==> config.mk <==
export PLATFORM = sky130hd
export DESIGN_NAME = fetch_btb
export DESIGN_NICKNAME = d
export VERILOG_FILES = /design/src/rtl/fetch_btb.sv
export SDC_FILE = /design/constraint.sdc
export NUM_CORES = 2
export LEC_CHECK = 0
export CAP_MARGIN = 25
export CORE_MARGIN = 4
export CORE_UTILIZATION = 40
export DETAILED_ROUTE_END_ITERATION = 10
export PLACE_DENSITY = 0.55
export SETUP_SLACK_MARGIN = 0.5
export SYNTH_ARGS = -nofsm -noshare
export SYNTH_HDL_FRONTEND = slang
export SYNTH_SLANG_ARGS = --single-unit
==> constraint.sdc <==
create_clock -name clk -period 6.7 [get_ports clk]
set_input_delay 1.34 -clock clk [delete_from_list [all_inputs] [get_ports clk]]
set_output_delay 1.34 -clock clk [all_outputs]
set_load 0.02 [all_outputs]
==> src/rtl/fetch_btb.sv <==
// Instruction-fetch stage: PC register, instruction-memory address, and a
// direct-mapped BTB with 2-bit saturating counters for next-PC prediction.
module fetch_btb #(
    parameter int          BTB_ENTRIES = 16,
    parameter logic [31:0] RESET_PC    = 32'h0000_0000
) (
    input  logic        clk,
    input  logic        rst_n,
    input  logic        stall,
    input  logic        redirect,
    input  logic [31:0] redirect_pc,
    input  logic        upd_valid,
    input  logic [31:0] upd_pc,
    input  logic [31:0] upd_target,
    input  logic        upd_taken,
    output logic [31:0] imem_addr,
    input  logic [31:0] imem_data,
    output logic [31:0] Instruction,
    output logic [31:0] nextPC,
    output logic        hit
);

    localparam int IDX   = $clog2(BTB_ENTRIES);
    localparam int TAG_W = 30 - IDX;

    logic [31:0]            pc;
    logic [BTB_ENTRIES-1:0] valid_q;
    logic [TAG_W-1:0]       tag_q    [BTB_ENTRIES];
    logic [29:0]            target_q [BTB_ENTRIES];
    logic [1:0]             ctr_q    [BTB_ENTRIES];

    logic [IDX-1:0]   look_idx;
    logic [TAG_W-1:0] look_tag;
    logic [31:0]      pc_plus4;
    logic [31:0]      pred_pc;
    logic [31:0]      pc_next;

    logic [IDX-1:0]   upd_idx;
    logic [TAG_W-1:0] upd_tag;
    logic             upd_match;

    // Low address bits are architecturally ignored on these inputs.
    logic unused_low_bits;
    assign unused_low_bits = &{1'b0, redirect_pc[1:0], upd_pc[1:0], upd_target[1:0]};

    // Lookup is purely combinational on the pre-edge PC and BTB state.
    assign look_idx = pc[IDX+1:2];
    assign look_tag = pc[31:IDX+2];
    assign pc_plus4 = pc + 32'd4;
    assign hit      = valid_q[look_idx] && (tag_q[look_idx] == look_tag) && ctr_q[look_idx][1];
    assign pred_pc  = hit ? {target_q[look_idx], 2'b00} : pc_plus4;

    assign imem_addr   = pc;
    assign nextPC      = pc_plus4;
    assign Instruction = imem_data;

    always_comb begin
        pc_next = pred_pc;
        if (redirect) begin
            pc_next = {redirect_pc[31:2], 2'b00};
        end else if (stall) begin
            pc_next = pc;
        end
    end

    always_ff @(posedge clk or negedge rst_n) begin
        if (!rst_n) begin
            pc <= RESET_PC;
        end else begin
            pc <= pc_next;
        end
    end

    assign upd_idx   = upd_pc[IDX+1:2];
    assign upd_tag   = upd_pc[31:IDX+2];
    assign upd_match = valid_q[upd_idx] && (tag_q[upd_idx] == upd_tag);

    // Training ignores stall/redirect; a not-taken miss leaves the entry alone.
    always_ff @(posedge clk or negedge rst_n) begin
        if (!rst_n) begin
            valid_q <= '0;
            for (int i = 0; i < BTB_ENTRIES; i++) begin
                tag_q[i]    <= '0;
                target_q[i] <= '0;
                ctr_q[i]    <= 2'b01;
            end
        end else if (upd_valid) begin
            if (upd_match) begin
                if (upd_taken) begin
                    ctr_q[upd_idx]    <= (ctr_q[upd_idx] == 2'b11) ? 2'b11 : ctr_q[upd_idx] + 2'd1;
                    target_q[upd_idx] <= upd_target[31:2];
                end else begin
                    ctr_q[upd_idx] <= (ctr_q[upd_idx] == 2'b00) ? 2'b00 : ctr_q[upd_idx] - 2'd1;
                end
            end else if (upd_taken) begin
                valid_q[upd_idx]  <= 1'b1;
                tag_q[upd_idx]    <= upd_tag;
                target_q[upd_idx] <= upd_target[31:2];
                ctr_q[upd_idx]    <= 2'b10;
            end
        end
    end

endmodule

==> flow_summary.ini <==
[run_status]
status = finished, final reports clean

[clock_network]
hold_bufs_inserted_after_cts = 0
cts_made_buffers = 108
clock_tree.htree_level_count = 3
clk-insertion-delay-late_ps = 730
tritoncts = built
clk_pin_slew_ps = 60
clock_tree.root_cell = clkbuf_16
clockBufferDepth = 3
clkSinkCount = 974

[synthesis]
synth_area_leaders = dfrtp_1 (47%), mux2_2 (15%), mux4_2 (13%)
syn_inst = 3491
yosys_warnings = 0
yosys_register_bits = 974
synth-seq-area-share = 0.478
syn_avg_cell_area_um2 = 14.6
post-synth-top-area-fraction = 0.470
synth_cell_type_count = 74
post-synth-top-area-cell = dfrtp_1
synth_async_sr_flop_share = 1.00
netlist_area_um2 = 51000
synth_ff_type = dfrtp_1
synth_enable_flop_cells = 0

[final_layout]
nFillCells = 11100
mostFrequentLayoutCell = dfrtp_1
layout-drive-gt1-share = 0.429
mostFrequentLayoutCells = dfrtp_1 (954), mux2_2 (668), mux4_2 (303), mux2_4 (190), clkdlybuf4s50_1 (150)
utilization_after_layout = 0.459
synthToLayoutAreaGrowth_pct = 13.6
final_net_count = 3669

[sta]
achievable-frequency_mhz = 165
report.final.setup_viol = 0
slew_margin_rel = 0.306
fin_worst_skew_ps = 24.6
worst_slew_pin_slew_ps = 1040
holdWs_ps = 500
period_minus_slack_ps = 6060
final-hold-violation-count = 0
rsz_0062_raised_after_global_routing = yes
final_max_slew_viol_count = 0
final_worst_path_setup_slack_ps = 640
tns_setup_ps = 0
period_share = 0.904

[grt]
number_of_antenna_violations_at_the_first_check_in_global_routing = 14
wire_length_of_the_first_global_routing_pass_um = 236000
globalRoute.totalOverflow = 0
first_global_vias = 32800
grt.total_usage = 0.241
maximum_number_of_pins_on_one_net_before_global_route_repair = 158

[floorplanning]
fp.dieArea_um2 = 133000
io_pins = 231
coreArea_um2 = 126000
floorplan.initialDensity = 0.404
number_of_placement_rows = 130
chipWidth_um = 365
chipHeight_um = 365

[job]
cap_viol_max_count = 0

[worst_setup_path]
critPathMaxFanout = 13
timing.critical_path.slowest_stage_cell = clkdlybuf4s50_1
startpoint = imem_addr[3]
critPathBufInv = 2
critical_path.reg2reg.startpoint = imem_addr[3]
cp.arrival_ps = 4720
reg2reg_slack_ps = 2370
timing.critical_path.from_type = flop
worst_path_dominant_cell_family = simple AND/OR/NAND/NOR gates
ff2ff_path_depth = 10
critical_path_class = flop to output port
critical_path.cell_chain = buf_12 > nor2b_4 > a22oi_1 > o221ai_1 > xor2_1 > o211ai_1 > nor3_1 > nand3_1 > nor2_2 > clkdlybuf4s50_1
timing.critical_path.slowest_cell_delay_ps = 680
required_time_worst_endpoint_ps = 5360
reg2reg_to = imem_addr[7]
endpoint_kind = output port

[detailed_routing]
wl_per_cell_um = 30.5
first_pass_iters = 6
detail_route.vias_per_cell = 6.06
route.final.wire_length_um = 161000
vias = 32000
postRouteAntennaNets = 0
drc_violations = 0
first_iter_violations = 2920

[place]
detailedPlacementHpwl_um = 97000
gp_congestion = 0.792
placement.io_buffers = 156
place_ws_ps = 757

[min_path]
hold_end = target_q[403]
hold_class = flop to flop
hold_path_startpoint = target_q[403]
hold_depth = 1

[power]
power-per-cell-area_nw_per_um2 = 310
p_leak_nw = 25.4
ir_worst_vdd_mv = 0.211
==> flip-flops by register name, summed over array words and instances (netlist names) <==
signal	cells
tag_q	416
imem_addr	30
valid_q	16
target_q	480
ctr_q	32
==> worst max path at each step <==
stage / end / slack (ps) / cells past startpoint
finish: hit / 640 / 10
global route: nextPC[31] / 430 / 11
CTS: hit / 450 / 8
detailed placement: hit / 760 / 8
global placement: tag_q[311] / 790 / 13
floorplan: tag_q[110] / 2090 / 13
==> cell usage after synthesis (all sizes together) (6+ instances only) <==
master,number
dfrtp,958
mux2,915
mux4,305
clkbuf,189
buf,175
mux2i,123
nand2,104
o211ai,74
a22oi,48
o21ai,48
a21oi,46
xnor2,40
nand3,39
a221oi,38
nor2,38
inv,35
and3,34
xor2,32
nand4,28
nand2b,22
o22ai,21
nor3,19
dfstp,16
o211a,16
o221ai,12
nor4,11
a211oi,9
a22o,9
o22a,9
or3,8
and2,6
nor2b,6
==> area by class of cell <==
type                    instances  area (µm²)  area share
multi-input cells            2121       24500       0.424
flip-flops and latches        974       24400       0.422
clock buffers                 165        3230      0.0558
repair buffers                294        3100      0.0535
well taps                    1650        2060      0.0357
clock inverters                35         397     0.00685
inverters                      35         131     0.00227
diodes                          9        22.5    0.000389
==> per-layer routing <==
layer | GRT usage | up-vias | wire length, µm
li1 | - | 13400 | -
met1 | 0.350 | 17400 | 73300
met2 | 0.374 | 1012 | 73500
met3 | 0.0446 | 229 | 10200
met4 | 0.0650 | 2 | 4150
met5 | 0 | - | 13
==> stage by stage <==
step                std cells  instance area, µm²  power [mW]
global placement         5062               54000        11.8
CTS                      5265               57700        18.1
floorplan                3494               51000        10.5
global route             5278               57900        18.7
finish                   5283               57900        18.0
detailed placement       5063               54100        11.9
==> power by group <==
part	switching, mW	internal, mW	total (mW)
logic	1.81	2.30	4.10
clock network	2.55	3.55	6.10
registers	0.775	6.98	7.76
==> worst register-to-register path: stages (launching register included) <==
cell and delay [ps]:
dfrtp_4 700, buf_4 450, mux4_2 370, o22ai_1 140
a211oi_1 630, xor2_1 210, nand4b_1 300, or4_1 500
buf_4 260, a2111oi_0 520, or3_1 190
==> logic make-up (layout without fill, tap and decap cells) <==
group                    Yosys count  count (layout)  share of synthesized area
buffers and inverters            399             529                     0.0441
XOR/XNOR                          72              72                     0.0124
other                              1              13                  0.0000736
adder cells (fa/ha/maj)            3               3                   0.000638
multiplexers                    1343            1343                      0.375
AO/OA/AOI/OAI                    362             362                     0.0547
flip-flops                       974             974                      0.478
AND/OR/NAND/NOR                  337             337                     0.0345
==> what timing repair did <==
item | in CTS | in global routing
setup endpoints to repair | 3 | 3
resized for setup | 3 | 2
pin swaps | 0 | 0
setup buffers | 2 | 5
Note: power is estimated with default switching activity, not from simulation.
